==> src/rtl/rv_pkg.sv <==
// Shared RV32I datapath constants and basic types.
// Pure declarations; no logic, no latency, no flow control.
package rv_pkg;

    localparam int XLEN = 32;
    localparam int NREG = 32;
    localparam int AW   = 5;

    typedef logic [XLEN-1:0] word_t;
    typedef logic [AW-1:0]   reg_addr_t;

endpackage

==> src/rtl/reg_file_rdport.sv <==
// One combinational register-file read port with x0 masking.
// Zero latency; no backpressure. Optional write-first forwarding under REG_FILE_BYPASS_EN.
module reg_file_rdport
    import rv_pkg::*;
(
    input  logic [NREG-1:0][XLEN-1:0] regs_i,
    input  logic [AW-1:0]             rs_i,
`ifdef REG_FILE_BYPASS_EN
    input  logic                      we_i,
    input  logic [AW-1:0]             wa_i,
    input  logic [XLEN-1:0]           wd_i,
`endif
    output logic [XLEN-1:0]           rd_o
);

    logic rs_is_x0;

    assign rs_is_x0 = (rs_i == '0);

`ifdef REG_FILE_BYPASS_EN
    logic fwd_hit;

    // Forward only real writes; a write to x0 never reaches a reader.
    assign fwd_hit = we_i && (wa_i != '0) && (wa_i == rs_i);

    always_comb begin
        rd_o = regs_i[rs_i];
        if (rs_is_x0) begin
            rd_o = '0;
        end else if (fwd_hit) begin
            rd_o = wd_i;
        end
    end
`else
    always_comb begin
        rd_o = regs_i[rs_i];
        if (rs_is_x0) begin
            rd_o = '0;
        end
    end
`endif

endmodule

==> src/rtl/reg_file.sv <==
// RV32I 32x32 register file: two combinational read ports, one write port, x0 hardwired to 0.
// Reads zero latency, writes visible after the next rising edge; no backpressure.
// REG_FILE_BYPASS_EN enables same-cycle write-to-read forwarding.
module reg_file
    import rv_pkg::*;
(
    input  logic            clk,
    input  logic            rst,
    input  logic            RegW,
    input  logic [AW-1:0]   Rs1,
    input  logic [AW-1:0]   Rs2,
    input  logic [AW-1:0]   Rd,
    input  logic [XLEN-1:0] Wd,
    output logic [XLEN-1:0] rd1,
    output logic [XLEN-1:0] rd2
);

    // x0 has no storage; entry 0 of the read table is tied to zero.
    logic [XLEN-1:0]           regs_q [1:NREG-1];
    logic [XLEN-1:0]           regs_d [1:NREG-1];
    logic [NREG-1:0][XLEN-1:0] rd_table;
    logic                      wr_en;

    assign wr_en = RegW && (Rd != '0);

    always_comb begin
        for (int i = 1; i < NREG; i++) begin
            regs_d[i] = regs_q[i];
        end
        if (wr_en) begin
            regs_d[Rd] = Wd;
        end
    end

    always_ff @(posedge clk or negedge rst) begin
        if (!rst) begin
            for (int i = 1; i < NREG; i++) begin
                regs_q[i] <= '0;
            end
        end else begin
            for (int i = 1; i < NREG; i++) begin
                regs_q[i] <= regs_d[i];
            end
        end
    end

    always_comb begin
        rd_table[0] = '0;
        for (int i = 1; i < NREG; i++) begin
            rd_table[i] = regs_q[i];
        end
    end

    reg_file_rdport u_rdport1 (
        .regs_i (rd_table),
        .rs_i   (Rs1),
`ifdef REG_FILE_BYPASS_EN
        .we_i   (RegW),
        .wa_i   (Rd),
        .wd_i   (Wd),
`endif
        .rd_o   (rd1)
    );

    reg_file_rdport u_rdport2 (
        .regs_i (rd_table),
        .rs_i   (Rs2),
`ifdef REG_FILE_BYPASS_EN
        .we_i   (RegW),
        .wa_i   (Rd),
        .wd_i   (Wd),
`endif
        .rd_o   (rd2)
    );

endmodule

==> config.mk <==
export PLATFORM = sky130hd
export DESIGN_NAME = reg_file
export DESIGN_NICKNAME = d
export VERILOG_FILES = /design/src/rtl/rv_pkg.sv /design/src/rtl/reg_file_rdport.sv /design/src/rtl/reg_file.sv
export SDC_FILE = /design/constraint.sdc
export NUM_CORES = 2
export LEC_CHECK = 0
export BUFFER_PORTS_ARGS = -buffer_cell sky130_fd_sc_hd__buf_2
export CAP_MARGIN = 0
export CORE_UTILIZATION = 50
export CTS_BUF_LIST = sky130_fd_sc_hd__clkbuf_8
export CTS_CLUSTER_DIAMETER = 80
export CTS_CLUSTER_SIZE = 20
export DETAILED_ROUTE_END_ITERATION = 12
export PLACE_DENSITY = 0.66
export SKIP_LAST_GASP = 1
export SYNTH_ARGS = -nofsm -noshare
export SYNTH_HDL_FRONTEND = slang
export SYNTH_SLANG_ARGS = --single-unit
==> constraint.sdc <==
create_clock -name clk -period 3.2 [get_ports clk]
set_input_delay 0.16 -clock clk [delete_from_list [all_inputs] [get_ports clk]]
set_output_delay 0.16 -clock clk [all_outputs]
set_load 0.1 [all_outputs]
[Word level (Yosys, flattened, before mapping)]
Cells that the tools add are included.
Storage, ports and cells
  register bits: 992
  bits of input ports: 50
  logic and storage cells: 50
Operators by class
  magnitude comparators: 4
  muxes and demuxes: 9
  bitwise gates (word level): 1
  reductions and logical operators: 5
Operators by type and width (count)
  $bwmux 992: 1
  $bmux 32 s5: 2
  $demux 32 s5: 1
  $mux 32: 5
  $lt 5x6->1 const B: 2
  $logic_not 5->1: 2
  $ge 6x6->1 const B: 1
  $lt 6x1->1 const B: 1
  $not 5->6: 1
  $reduce_bool 5->1: 1
  $logic_and 1x1->1: 2

[Longest topological paths before layout]
  depth in word-level cells: 6
  gate-level depth with buffers: 8

[By module]
A second synthesis with hierarchy kept.
Unflattened totals
  cells, all modules: 3552
  area, all modules: 53830.4 um2
By module, submodules not included
  reg_file: times used 1, cells each 2224, area an instance 37094.3 um2, seq. area each 24823.8 um2
  reg_file_rdport: times used 2, cells each 664, area an instance 8368.0 um2, seq. area each 0.0 um2

[Worst setup path after synthesis]
Ideal clock, no wire load.
  kind: in2out
  start point: in Rs2[1]
  end point: out rd2[15]
  arrival: 4.104 ns
  data required time: 3.040 ns
  setup slack: -1.064 ns
  stages on the path: 7
  cell sequence: buf_4 > or2_2 > buf_2 > clkbuf_1 > o22ai_1 > nor3_1 > nor4_1
On the way
  word-level cells in the longest chain between the ends: 3
  elaborated cells on any way between the ends: 4
  classes of those cells: mux (3); reduce/logical (1)
Ends and longest elaborated chain
  from (decl): RTL line reg_file.sv:11  | input logic [AW-1:0] Rs2,
  $bmux 32 s5: RTL line reg_file_rdport.sv:36  | rd_o = regs_i[rs_i];
  $mux 32 (implied by the code): RTL line reg_file_rdport.sv:36
  $mux 32 *: RTL line reg_file_rdport.sv:37  | if (rs_is_x0) begin
  to (decl): RTL line reg_file.sv:15  | output logic [XLEN-1:0] rd2
Mark *: on every way between the ends. The rest lies on a longest branch, timed or not. The select of a mux whose other input is x is not followed.

[Final worst setup path]
  start point: reg regs_q, in the netlist rd_table[479]
  end point: out rd2[31]
On the way
  word-level cells in the longest chain between the ends: 3
Ends and longest elaborated chain
  from (decl): RTL line reg_file.sv:19  | logic [XLEN-1:0] regs_q [1:NREG-1];
  from (signal, indexed assignment): RTL line reg_file.sv:42  | regs_q[i] <= regs_d[i];
  $bmux 32 s5: RTL line reg_file_rdport.sv:36
  $mux 32 (implied by the code): RTL line reg_file_rdport.sv:36
  $mux 32: RTL line reg_file_rdport.sv:37
Every way passes these cells. The select of a mux whose other input is x is not followed.

==> results by group <==
Clock network
  – Num CTS Buffers: 57
  – Post-CTS Setup Bufs: 0
  – Clk Latency, worst-skew pair: 0.82 ns
  – Cts hold-fix bufs: 37
  – Clock transition at the registers of the reported paths: about 0.14 ns
  – H-tree depth: 2
  – PostCTS Resize Cnt: 0
  – CTS tree: yes
  – Clock Path Buffers: 3
  – Clk sinks: about 990
  – Root Driver: clkbuf_8

Timing
  – Period utilization: 93.1%
  – Fmax: ~0.34 GHz
  – Slew Limit Fails: 0
  – Relative slew margins: between 30 and 40%
  – RSZ-0062 raised after global routing: false
  – Setup Skew: 0 ns
  – Post-route setup TNS: 0 ns
  – Final hold vios: 0
  – Worst-margin pin slew: just under 1 ns
  – Min Clock Period, post-route: approximately 3 ns
  – Final Setup Violations: 0

Die
  – FP Rows: 119
  – I/O pins: 114
  – Core footprint: approximately 110000 um^2
  – Die area: roughly 110000 um^2
  – Die X-Extent: ~330 um
  – Initial Util: about 51%
  – Die Y: 329 um

Pwr
  – PD cells: 540 nW/um^2
  – VDD IR-drop max: between 400 and 500 uV
  – Leak: roughly 0.026 uW
  – Final total power: between 30000 and 40000 uW

Global routing
  – First-pass GRT wire length: ~250000 um
  – Grt total ovfl: 0
  – All-Layer GR Usage: between 30 and 40%
  – Largest net degree at the start of global routing: 80
  – Number of global-route vias before repair: about 37000
  – Initial antenna violation count: 13

Worst hold path
  – Hold path cells: 5
  – Hold Path Origin: Rd[2]
  – Hold worst-path end: rd_table[238]
  – Worst hold path type: in -> reg

Final layout
  – FF+latch area: about 25000 um^2
  – Area grow syn2layout: 8.76%
  – Share of cells above drive strength 1: between 30% and 40%
  – Commonest non-fill, non-tap cell in the layout: dfrtp_1
  – Area of the multi-input gates: approximately 27000 um^2
  – Most frequent cells in the layout: dfrtp_1, mux2_2, mux2i_1, o22ai_1, buf_4
  – # nets final: about 4000
  – Fillers: ~8900
  – Max reg flops: approximately 990

Yosys
  – Post-synth EDFFs: 0
  – Netlist cell types: 33
  – Avg Cell Area, Syn: approximately 13 um^2
  – Synth Instances: 4055
  – Post-Syn Nets: 4105
  – Post-Syn Area: about 53000 um^2
  – YS warnings: 0
  – Commonest register cell after synthesis: dfrtp_1
  – Synth Register Bits: between 900 and 1000
  – Share of synthesized flip-flops with an asynchronous set or reset: 100%
  – Post-synthesis sequential area ratio: between 40% and 50%

Setup path
  – Arrival @ worst endpoint: about 2.8 ns
  – Crit path capture type: output port
  – CP required: between 3 and 4 ns
  – FF-to-FF setup slack: 2.36 ns
  – CP Class: reg -> out
  – Startpoint types: register
  – R2r worst-path depth: 1
  – Worst r2r dst: rd_table[661]
  – Critical path fanouts, max: 3
  – R2R Path Start: rd_table[661]

Route
  – 1st-pass router iterations: 12
  – Antenna-violating nets left: 0
  – WL/cell: 31.1 um
  – Final wirelength: 169000 um
  – Iteration-0 DRC Markers: 3673
  – DRC errors left: 14
  – DR vias: 36449
  – Drt via density: 6.72

Run
  – Max-Cap Viols: 0

Placement
  – Dpl hpwl: 104000 um
  – Port Buffers: 113
  – Routability Congestion: 0.837

Status
  – Outcome: finished, violations left
  – Failing checks: design-rule violations
[final cells by class]
type / count / share of cell area, %
sequential: 992 / 42.8
multi-input combinational: 2630 / 46.8
clock inverter: 10 / 0.170
antenna: 5 / 0.0216
clock buffer: 61 / 1.45
timing repair buffer: 332 / 5.82
tap: 1391 / 3.00
[cells in the mapped netlist, types with 3 or more instances]
| master | count | area [um^2] |
|---|---|---|
| nor3_1 | 131 | 656 |
| buf_2 | 170 | 851 |
| mux2_1 | 70 | 788 |
| nand4b_1 | 3 | 26.3 |
| clkbuf_1 | 201 | 754 |
| a211oi_1 | 64 | 480 |
| nor4_1 | 52 | 325 |
| nand2b_1 | 12 | 75.1 |
| o22ai_1 | 256 | 1600 |
| a221o_1 | 64 | 641 |
| mux2i_1 | 616 | 6170 |
| mux2_2 | 986 | 11100 |
| nor2_1 | 13 | 48.8 |
| a21oi_1 | 52 | 260 |
| buf_6 | 11 | 124 |
| buf_1 | 12 | 45.0 |
| nor2b_1 | 62 | 388 |
| or3_1 | 3 | 18.8 |
| o211ai_1 | 12 | 90.1 |
| and2_1 | 3 | 18.8 |
| mux4_2 | 140 | 3150 |
| nand2_1 | 16 | 60.1 |
| buf_4 | 38 | 285 |
| a22oi_1 | 64 | 480 |
| dfrtp_1 | 992 | 24800 |
| or2_2 | 5 | 31.3 |
[metrics by stage]
step	instance area (um^2)	utilization, %	hold slack, ns	worst slack (ns)	instances
after global routing	58000	55.0	0.0997	0.122	5418
after CTS	58000	55.0	0.0388	0.243	5416
after global placement	56700	53.7	0.279	0.409	5308
final	58000	55.0	0.108	0.220	5421
after detailed placement	56700	53.7	0.240	0.372	5308
after floorplan	53700	-	-0.136	0.114	4055
[routing by layer]
layer  share of wire, %  up-vias  GRT usage [%]  routed length [um]
li1                   -    15298              -                   -
met1                 43    19312           43.6               71800
met2                 46     1480           49.1               78000
met3                7.3      345           5.16               12400
met4                3.8       14           11.4                6390
met5              0.056        -              0                  95
[power breakdown]
group	internal (uW)	switching, uW
logic	4340	4240
registers	15000	1840
clock network	1830	4130
total	21100	10200
[worst max-delay path, stage by stage, from the launching register on]
cell	delay [ns]
dfrtp_1	0.43
mux4_2	0.47
nor2b_1	0.14
a211oi_1	0.52
nor4_2	0.12
buf_2	0.32
[worst max-delay path by stage]
| stage | startpoint | to | slack, ns | cells past startpoint |
|---|---|---|---|---|
| 3_3_place_gp | Rs2[1] | rd2[1] | 0.41 | 7 |
| 4_1_cts | rd_table[479] | rd2[31] | 0.24 | 5 |
| 6_report | rd_table[479] | rd2[31] | 0.22 | 5 |
| 3_5_place_dp | Rs2[1] | rd2[24] | 0.37 | 7 |
| 5_1_grt | rd_table[151] | rd2[23] | 0.12 | 5 |
| 2_1_floorplan | Rs2[1] | rd2[24] | 0.11 | 7 |
[cells by family (layout without fill, tap and decap cells)]
| family | Yosys count | after routing | share of synthesized area [%] |
|---|---|---|---|
| AO/OA/AOI/OAI | 512 | 512 | 6.66 |
| multiplexers | 1812 | 1812 | 39.8 |
| buffers and inverters | 433 | 403 | 3.87 |
| flip-flops | 992 | 992 | 46.5 |
| other | 0 | 5 | 0 |
| AND/OR/NAND/NOR | 306 | 306 | 3.18 |
No activity file was read; power rests on OpenSTA's default activity.
